===== src/rtl/inst_fetch_queue_if.sv =====
// ROM read port and decode handshake of the instruction fetch queue.
// master = fetch queue, slave = ROM/decode side.
interface inst_fetch_queue_if #(
  parameter int AW = 10,
  parameter int IW = 9
) ();
  logic [AW-1:0] RomAddr;
  logic [IW-1:0] RomData;
  logic          InstValid;
  logic [IW-1:0] Inst;
  logic [AW-1:0] InstPC;
  logic          InstReady;

  modport master (
    output RomAddr,
    input  RomData,
    output InstValid,
    output Inst,
    output InstPC,
    input  InstReady
  );

  modport slave (
    input  RomAddr,
    output RomData,
    input  InstValid,
    input  Inst,
    input  InstPC,
    output InstReady
  );
endinterface


===== src/rtl/inst_fetch_queue.sv =====
// Instruction prefetch queue: owns the fetch PC, buffers ROM words in a small FIFO and
// presents the oldest one to decode. Define FETCH_STATS_EN to build the statistics counters.
module inst_fetch_queue #(
  parameter int DEPTH = 4,
  parameter int AW    = 10,
  parameter int IW    = 9
) (
  input  logic               Clk,
  input  logic               Reset,
  input  logic               Start,
  input  logic               Halt,
  input  logic               Redirect,
  input  logic [AW-1:0]      RedirectTarget,
  inst_fetch_queue_if.master fetch_if,
  output logic               Running,
  output logic [15:0]        StatFetched,
  output logic [15:0]        StatFlushed,
  output logic [15:0]        StatStall
);
  localparam int PW = (DEPTH > 1) ? $clog2(DEPTH) : 1;
  localparam int CW = PW + 1;
  localparam int EW = IW + AW;

  typedef enum logic [1:0] {
    S_IDLE   = 2'd0,
    S_PRIME  = 2'd1,
    S_RUN    = 2'd2,
    S_HALTED = 2'd3
  } state_e;

  state_e        state_q;
  logic          running_q;
  logic [AW-1:0] fetch_pc_q;
  logic [PW-1:0] rd_ptr_q;
  logic [PW-1:0] wr_ptr_q;
  logic [CW-1:0] count_q;
  logic [EW-1:0] mem_q [DEPTH];

  logic          in_run_s;
  logic          valid_s;
  logic          full_s;
  logic          pop_s;
  logic          push_s;
  logic          flush_s;
  logic          restart_s;
  logic [EW-1:0] head_s;

  assign valid_s = (count_q != {CW{1'b0}});
  assign full_s  = (count_q == CW'(DEPTH));

  // Halt beats Redirect; a full FIFO still accepts a push when the head is popped.
  always_comb begin
    in_run_s  = (state_q == S_RUN);
    restart_s = in_run_s & Start;
    pop_s     = valid_s & fetch_if.InstReady & in_run_s & ~Halt;
    flush_s   = in_run_s & ~Start & ~Halt & Redirect;
    push_s    = in_run_s & ~Start & ~Halt & ~Redirect & (~full_s | pop_s);
    head_s    = mem_q[rd_ptr_q];
  end

  assign fetch_if.RomAddr   = fetch_pc_q;
  assign fetch_if.InstValid = valid_s;
  assign fetch_if.Inst      = valid_s ? head_s[EW-1:AW] : {IW{1'b1}};
  assign fetch_if.InstPC    = valid_s ? head_s[AW-1:0] : {AW{1'b0}};
  assign Running            = running_q;

  // FIFO storage: each entry is {instruction, pc}, written at the tail.
  always_ff @(posedge Clk) begin
    if (push_s) begin
      mem_q[wr_ptr_q] <= {fetch_if.RomData, fetch_pc_q};
    end
  end

  // Control FSM, fetch PC and FIFO pointers.
  always_ff @(posedge Clk) begin
    if (Reset) begin
      state_q    <= S_IDLE;
      running_q  <= 1'b0;
      fetch_pc_q <= {AW{1'b0}};
      rd_ptr_q   <= {PW{1'b0}};
      wr_ptr_q   <= {PW{1'b0}};
      count_q    <= {CW{1'b0}};
    end else begin
      case (state_q)
        S_IDLE: begin
          if (Start) begin
            state_q <= S_PRIME;
          end
        end
        S_PRIME: begin
          fetch_pc_q <= {AW{1'b0}};
          rd_ptr_q   <= {PW{1'b0}};
          wr_ptr_q   <= {PW{1'b0}};
          count_q    <= {CW{1'b0}};
          if (!Start) begin
            state_q   <= S_RUN;
            running_q <= 1'b1;
          end
        end
        S_RUN: begin
          if (restart_s) begin
            state_q    <= S_PRIME;
            running_q  <= 1'b0;
            fetch_pc_q <= {AW{1'b0}};
            rd_ptr_q   <= {PW{1'b0}};
            wr_ptr_q   <= {PW{1'b0}};
            count_q    <= {CW{1'b0}};
          end else if (Halt) begin
            state_q   <= S_HALTED;
            running_q <= 1'b0;
          end else if (flush_s) begin
            fetch_pc_q <= RedirectTarget;
            rd_ptr_q   <= {PW{1'b0}};
            wr_ptr_q   <= {PW{1'b0}};
            count_q    <= {CW{1'b0}};
          end else begin
            if (push_s) begin
              wr_ptr_q   <= wr_ptr_q + PW'(1'b1);
              fetch_pc_q <= fetch_pc_q + AW'(1'b1);
            end
            if (pop_s) begin
              rd_ptr_q <= rd_ptr_q + PW'(1'b1);
            end
            if (push_s && !pop_s) begin
              count_q <= count_q + CW'(1'b1);
            end else if (pop_s && !push_s) begin
              count_q <= count_q - CW'(1'b1);
            end
          end
        end
        S_HALTED: begin
          if (Start) begin
            state_q    <= S_PRIME;
            fetch_pc_q <= {AW{1'b0}};
            rd_ptr_q   <= {PW{1'b0}};
            wr_ptr_q   <= {PW{1'b0}};
            count_q    <= {CW{1'b0}};
          end
        end
        default: begin
          state_q   <= S_IDLE;
          running_q <= 1'b0;
        end
      endcase
    end
  end

`ifdef FETCH_STATS_EN
  logic [15:0] stat_fetched_q;
  logic [15:0] stat_flushed_q;
  logic [15:0] stat_stall_q;
  logic        enter_prime_s;
  logic        stall_s;
  logic [15:0] flush_amt_s;

  function automatic logic [15:0] sat_add(input logic [15:0] a, input logic [15:0] b);
    logic [16:0] sum;
    sum = {1'b0, a} + {1'b0, b};
    return sum[16] ? 16'hFFFF : sum[15:0];
  endfunction

  // The head popped in a redirect cycle was consumed, so it is not counted as flushed.
  always_comb begin
    enter_prime_s = Start & (state_q != S_PRIME);
    stall_s       = in_run_s & ~valid_s & ~Halt;
    flush_amt_s   = 16'(count_q) - 16'(pop_s);
  end

  // Saturating statistics, cleared on every entry to PRIME.
  always_ff @(posedge Clk) begin
    if (Reset || enter_prime_s) begin
      stat_fetched_q <= 16'h0000;
      stat_flushed_q <= 16'h0000;
      stat_stall_q   <= 16'h0000;
    end else begin
      if (push_s) begin
        stat_fetched_q <= sat_add(stat_fetched_q, 16'h0001);
      end
      if (flush_s) begin
        stat_flushed_q <= sat_add(stat_flushed_q, flush_amt_s);
      end
      if (stall_s) begin
        stat_stall_q <= sat_add(stat_stall_q, 16'h0001);
      end
    end
  end

  assign StatFetched = stat_fetched_q;
  assign StatFlushed = stat_flushed_q;
  assign StatStall   = stat_stall_q;
`else
  assign StatFetched = 16'h0000;
  assign StatFlushed = 16'h0000;
  assign StatStall   = 16'h0000;
`endif

endmodule

===== src/flat_wrapper.sv =====
// flat-port wrapper written by rule: the top's interface ports become plain ports
module inst_fetch_queue_flat 
#(
  parameter int DEPTH = 4,
  parameter int AW    = 10,
  parameter int IW    = 9
)
  (Clk, Reset, Start, Halt, Redirect, RedirectTarget, Running, StatFetched, StatFlushed, StatStall, fetch_if_RomAddr, fetch_if_RomData, fetch_if_InstValid, fetch_if_Inst, fetch_if_InstPC, fetch_if_InstReady);
  inst_fetch_queue_if #(.AW(AW), .IW(IW)) fetch_if_i ();
  input  logic Clk;
  input  logic Reset;
  input  logic Start;
  input  logic Halt;
  input  logic Redirect;
  input  logic [AW-1:0] RedirectTarget;
  output logic Running;
  output logic [15:0] StatFetched;
  output logic [15:0] StatFlushed;
  output logic [15:0] StatStall;
  output wire logic [$bits(fetch_if_i.RomAddr)-1:0] fetch_if_RomAddr;
  input wire logic [$bits(fetch_if_i.RomData)-1:0] fetch_if_RomData;
  output wire logic [$bits(fetch_if_i.InstValid)-1:0] fetch_if_InstValid;
  output wire logic [$bits(fetch_if_i.Inst)-1:0] fetch_if_Inst;
  output wire logic [$bits(fetch_if_i.InstPC)-1:0] fetch_if_InstPC;
  input wire logic [$bits(fetch_if_i.InstReady)-1:0] fetch_if_InstReady;
  assign fetch_if_RomAddr = fetch_if_i.RomAddr;
  assign fetch_if_i.RomData = fetch_if_RomData;
  assign fetch_if_InstValid = fetch_if_i.InstValid;
  assign fetch_if_Inst = fetch_if_i.Inst;
  assign fetch_if_InstPC = fetch_if_i.InstPC;
  assign fetch_if_i.InstReady = fetch_if_InstReady;
  inst_fetch_queue #(.DEPTH(DEPTH), .AW(AW), .IW(IW)) u_core (.Clk(Clk), .Reset(Reset), .Start(Start), .Halt(Halt), .Redirect(Redirect), .RedirectTarget(RedirectTarget), .fetch_if(fetch_if_i), .Running(Running), .StatFetched(StatFetched), .StatFlushed(StatFlushed), .StatStall(StatStall));
endmodule

===== config.mk =====
export PLATFORM = sky130hd
export DESIGN_NAME = inst_fetch_queue_flat
export DESIGN_NICKNAME = d
export VERILOG_FILES = /design/src/rtl/inst_fetch_queue_if.sv /design/src/rtl/inst_fetch_queue.sv /design/src/flat_wrapper.sv
export SDC_FILE = /design/constraint.sdc
export NUM_CORES = 1
export LEC_CHECK = 0
export ABC_AREA = 0
export CAP_MARGIN = 10
export CORE_AREA = 2 2 134 110
export CTS_CLUSTER_DIAMETER = 200
export CTS_CLUSTER_SIZE = 10
export DETAILED_ROUTE_END_ITERATION = 8
export DIE_AREA = 0 0 136 112
export PLACE_DENSITY_LB_ADDON = 0.05
export SKIP_LAST_GASP = 1
export SYNTH_ARGS = -nofsm -noshare
export SYNTH_HDL_FRONTEND = slang
export SYNTH_SLANG_ARGS = --single-unit

===== constraint.sdc =====
create_clock -name Clk -period 3.75 [get_ports Clk]
set_input_delay 0.75 -clock Clk [delete_from_list [all_inputs] [get_ports Clk]]
set_output_delay 0.75 -clock Clk [all_outputs]
set_load 0.05 [all_outputs]

After elaboration in Yosys (flattened, before gate mapping)
Memory sizes are Yosys's and may differ from the RTL's. A register that Yosys moved wholly into a read port is not among the register bits.
Index checks and enable logic that the tools add are counted.
Widths: inputs -> output; s select.
{"block": "word_totals", "regBits": 20, "mem_bits_rw": 76, "out_inout_bits": 79, "wordCells": 91, "memories": 1}
{"memory": "u_core.mem_q", "depth": 4, "width": 19, "rd": 1, "rd_clocked_by_memory_dff": 1, "wr": 1, "line": "inst_fetch_queue.sv:37", "text": "logic [EW-1:0] mem_q [DEPTH];"}
{"block": "op_classes", "addsub": 5, "n_eq_ne": 12, "n_mux": 39, "bitwise": 14, "reduce_logical": 14}
{"cell": "$mux 10", "n": 6}
{"cell": "$mux 2", "n": 15}
{"cell": "$pmux 10 s3", "n": 1}
{"cell": "$mux 3", "n": 6}
{"cell": "$pmux 2 s3", "n": 3}
{"cell": "$reduce_and 4->1", "n": 3}
{"cell": "$add 10x1->10 const B", "n": 1}
{"cell": "$and 1x1->1", "n": 9}
{"cell": "$mux 9", "n": 1}
{"cell": "$pmux 3 s3", "n": 1}
{"cell": "$ne 4x4->1 const B", "n": 2}
{"cell": "$ne 3x3->1 const B", "n": 2}
{"cell": "$reduce_and 3->1", "n": 2}
{"cell": "$reduce_bool 3->1", "n": 2}
{"cell": "$mux 1", "n": 5}
{"cell": "$ne 5x5->1 const B", "n": 1}
{"cell": "$add 2x1->2 const B", "n": 2}
{"cell": "$eq 2x2->1 const B", "n": 2}
{"cell": "$ne 2x2->1 const B", "n": 2}
{"cell": "$not 1->1", "n": 4}
{"cell": "$add 3x1->3 const B", "n": 1}
{"cell": "$eq 3x3->1 const B", "n": 1}
{"cell": "$sub 3x1->3 const B", "n": 1}
{"cell": "$eq 2x1->1 const B", "n": 1}
{"cell": "8 further kinds", "n": 10}

Depth between registers and ports, before layout
{"block": "depth", "word_depth": 14, "mapped_depth": 11}

Worst setup path after synthesis
OpenSTA, ideal clock, no wires.
{"block": "synth_timing", "path_type": "input to register", "startpoint": "in Halt", "endpoint": "reg u_core.count_q[2]", "setup_time_ns": 0.071, "arrival_time_ns": 2.809, "required_ns": 3.679, "slack_ns": 0.870, "path_stages": 9, "n_path_buf": 1, "path_cell_list": "buf_6 > nand3b_1 > nand4_2 > nor4b_1 > ha_1 > fa_1 > xor2_1 > or4b_1 > a21oi_1"}
{"block": "synth_via", "elab_chain_len": 10}
{"element": "start: declaration", "line": "flat_wrapper.sv:13", "text": "input logic Halt;"}
{"element": "$not 1->1", "line": "inst_fetch_queue.sv:55, inst_fetch_queue.sv:56, inst_fetch_queue.sv:57"}
{"element": "$and 1x1->1, on equally long branches", "line": "inst_fetch_queue.sv:56, inst_fetch_queue.sv:57, inst_fetch_queue.sv:55"}
{"element": "$and 1x1->1 or $or 1x1->1 (tied branches)", "line": "inst_fetch_queue.sv:57", "text": "push_s = in_run_s & ~Start & ~Halt & ~Redirect & (~full_s | pop_s);"}
{"element": "$and 1x1->1", "line": "inst_fetch_queue.sv:57"}
{"element": "$logic_and 1x1->1", "line": "inst_fetch_queue.sv:124", "text": "if (push_s && !pop_s) begin"}
{"element": "$mux 3", "line": "inst_fetch_queue.sv:124"}
{"element": "$mux 3", "line": "inst_fetch_queue.sv:111", "text": "end else if (flush_s) begin"}
{"element": "$mux 3", "line": "inst_fetch_queue.sv:108", "text": "end else if (Halt) begin"}
{"element": "$mux 3", "line": "inst_fetch_queue.sv:101", "text": "if (restart_s) begin"}
{"element": "$pmux 3 s3", "line": "inst_fetch_queue.sv:84", "text": "case (state_q)"}
{"element": "end signal: assignment", "line": "inst_fetch_queue.sv:82", "text": "count_q <= {CW{1'b0}};"}
{"element": "end signal: assignment", "line": "inst_fetch_queue.sv:107", "text": "count_q <= {CW{1'b0}};"}
{"element": "end signal: assignment", "line": "inst_fetch_queue.sv:115", "text": "count_q <= {CW{1'b0}};"}
{"element": "end: declaration", "line": "inst_fetch_queue.sv:36", "text": "logic [CW-1:0] count_q;"}
Parallel ways exist; a longest one is shown, timed or not. The select of a mux whose other input is x is not followed.
A chain may end at the register's enable or synchronous reset.

==> run_results.csv <==
group,metric,value,unit
logic_synthesis,yosysMostFrequentCell,"edfxtp_1",
floorplanning,start_util,34.0,%
clock_tree,clockBufferDepth,2,
cells_and_area,areaGrowthSynthToFinish,20.2,%
timing,fmax,0.301,GHz
worst_setup_path,cp-end-kind,"output port",
drt,via_count,2765,
logic_synthesis,synth.cells.most_frequent,"edfxtp_1, buf_4, dfxtp_1",
timing,drv_slew,0,
worst_setup_path,startpoint_type,"register",
cells_and_area,drive_gt1_share,17.2,%
timing,min_period,3.33,ns
timing,fin_skew,0.00628,ns
drt,routed_via_density,4.63,
timing,rsz0062_at_grt,"no",
power,power,2.64,mW
floorplanning,io_pins,104,
logic_synthesis,netlist_area,4740,um2
drt,drtAntennaViolNets,0,
clock_tree,cts-root-buf,"clkbuf_16",
logic_synthesis,yosys_warnings,0,
power,p_leak,1.92,nW
drt,dr.pass1.iters,4,
worst_setup_path,crit_arrival,2.58,ns
timing,report.final.setup_viol,0,
cells_and_area,final_area,5700,um2
worst_setup_path,worstPathRequired,3.00,ns
flow_run,maxCapViolations,0,
drt,totalWireLength,9790,um
logic_synthesis,synthTopCellsByArea,"edfxtp_1, dfxtp_1, mux4_2",
clock_tree,clkTransAtPathRegs,0.07,ns
timing,fin_crit_sh,88.7,%
placed_design,gp_congestion,0.773,
cells_and_area,nNetsFinal,445,
clock_tree,cts.sinks,98,
placed_design,place_area,5400,um2
clock_tree,post-cts-setup-buffers,0,
logic_synthesis,syn_area_per_cell,13.8,um2
logic_synthesis,netlist.area_leader.share,48.1,%
timing,worst_slew_pin_slew,0.514,ns
hold_path,hold_path.class,"register to register",
placed_design,portBuffers,55,
logic_synthesis,synth_seq_area_share,57.4,%
clock_tree,ctsResizeCount,0,
clock_tree,postCtsHoldBufs,0,
clock_tree,clkLatencyLatePin,0.35,ns
timing,slew_headroom,65.6,%
drt,dr.first_iter.drc_count,179,
cells_and_area,final_util,40.8,%
grt,gr-usage-all-layers,13.5,%
floorplanning,die_h,112,um
floorplanning,die-area,15200,um2
worst_setup_path,path_class,"register to output port",
power,ir_drop,0.000228,V
timing,hold_ws,0.486,ns
cells_and_area,insertedDiodeCount,0,
floorplanning,core,14000,um2
placed_design,hpwl,6450,um
timing,hold_viol_final,0,
logic_synthesis,yosys_register_bits,98,
drt,drc,0,
floorplanning,rows,39,
run_status,status,"finished, final reports clean",
timing,fin_tns_setup,0,ns
grt,grt_pass1_wl,15300,um
logic_synthesis,synth_top_area_cell,"edfxtp_1",
grt,antenna_found_initial,0,
clock_tree,cts_tree,"done",
power,powerDensity,463,nW/um2
logic_synthesis,synthFlopType,"edfxtp_1",
logic_synthesis,synthCells,344,
floorplanning,die_x,136,um
grt,grt_pass1_vias,2661,
worst_setup_path,crit_path_max_fanout,19,
clock_tree,cts_buffers,9,
logic_synthesis,synth_cell_type_count,56,
clock_tree,htree_levels,3,
logic_synthesis,async_reset_ff_share,0,%
grt,grt_max_degree,22,
grt,grt_overflow,0,
logic_synthesis,synth_edf_count,76,
drt,routedWlPerCell,16.4,um
## kinds of logic (layout without fill, tap and decap cells)
logic type	count (synthesis)	after routing	synth area share [%]
multiplexers	23	23	9.87
buffers and inverters	76	98	10.4
XOR/XNOR	1	1	0.185
AND/OR/NAND/NOR	85	85	10.3
other	1	48	0.0791
AO/OA/AOI/OAI	48	48	8.44
flip-flops	98	98	57.4
adder cells (fa/ha/maj)	12	12	3.32
## per-layer routing
metal	GRT usage [%]	vias to the layer above	part of all wire, %
li1	-	1310	-
met1	19.3	1370	48
met2	20.1	77	45
met3	4.33	8	5.6
met4	3.33	0	0.89
met5	0	-	0
## worst paths after layout
kind,endpoint,slack (ns),cells past startpoint,from
min reg2reg,u_core.rd_ptr_q[1],0.49,2,u_core.rd_ptr_q[1]
max reg2reg,u_core.count_q[2],0.79,11,u_core.state_q[0]
min,u_core.rd_ptr_q[1],0.49,2,u_core.rd_ptr_q[1]
max,fetch_if_Inst[4],0.42,4,register
## per-stage QoR
| stage | cells | setup WS [ns] |
|---|---|---|
| after detailed placement | 581 | 0.394 |
| after floorplan | 391 | 0.870 |
| final | 597 | 0.423 |
| after CTS | 597 | 0.371 |
| after global placement | 581 | 0.457 |
| after global routing | 597 | 0.303 |
## area by class of cell
cell class | instances | area (um2)
Clock buffer | 9 | 225
Inverter | 15 | 56.3
Fill cell | 1326 | 8260
Sequential cell | 98 | 2720
Tap cell | 184 | 230
Multi-Input combinational cell | 217 | 1710
Clock inverter | 7 | 76.3
Timing Repair Buffer | 67 | 678
## critical path, stage by stage, from the launching register on
cell             delay, ns
dfxtp_1               0.31
buf_4                 0.35
mux4_2                0.54
or2_2                 0.31
clkdlybuf4s50_1       0.71
## flip-flops by register name, summed over array words and instances, names as in the netlist, named ones only
name,cells
u_core.rd_ptr_q,2
u_core.Running,1
u_core.fetch_if.RomAddr,10
u_core.count_q,3
u_core.wr_ptr_q,2
u_core.state_q,2
u_core.mem_q,76
## power by group
group          switching [mW]  leakage, nW  total [mW]  internal [mW]
Sequential             0.0217        0.860        1.20           1.18
Combinational           0.344        0.919       0.496          0.152
Clock                   0.414        0.143       0.937          0.523
Total                   0.780         1.92        2.64           1.86
## cell usage in the layout, fill, tap and decap left out, drive strengths merged, types with 5 or more instances in the layout
cell	Yosys	layout
or2	9	9
a21oi	14	14
conb	1	48
mux4	19	19
buf	54	12
clkdlybuf4s50	0	55
nand2	13	13
clkbuf	7	9
nor2b	12	12
o32ai	5	5
ha	11	11
nor2	18	18
edfxtp	76	76
dfxtp	22	22
nor3	7	7
inv	15	18
o21ai	7	7
Power figures use the tool's default switching activity.
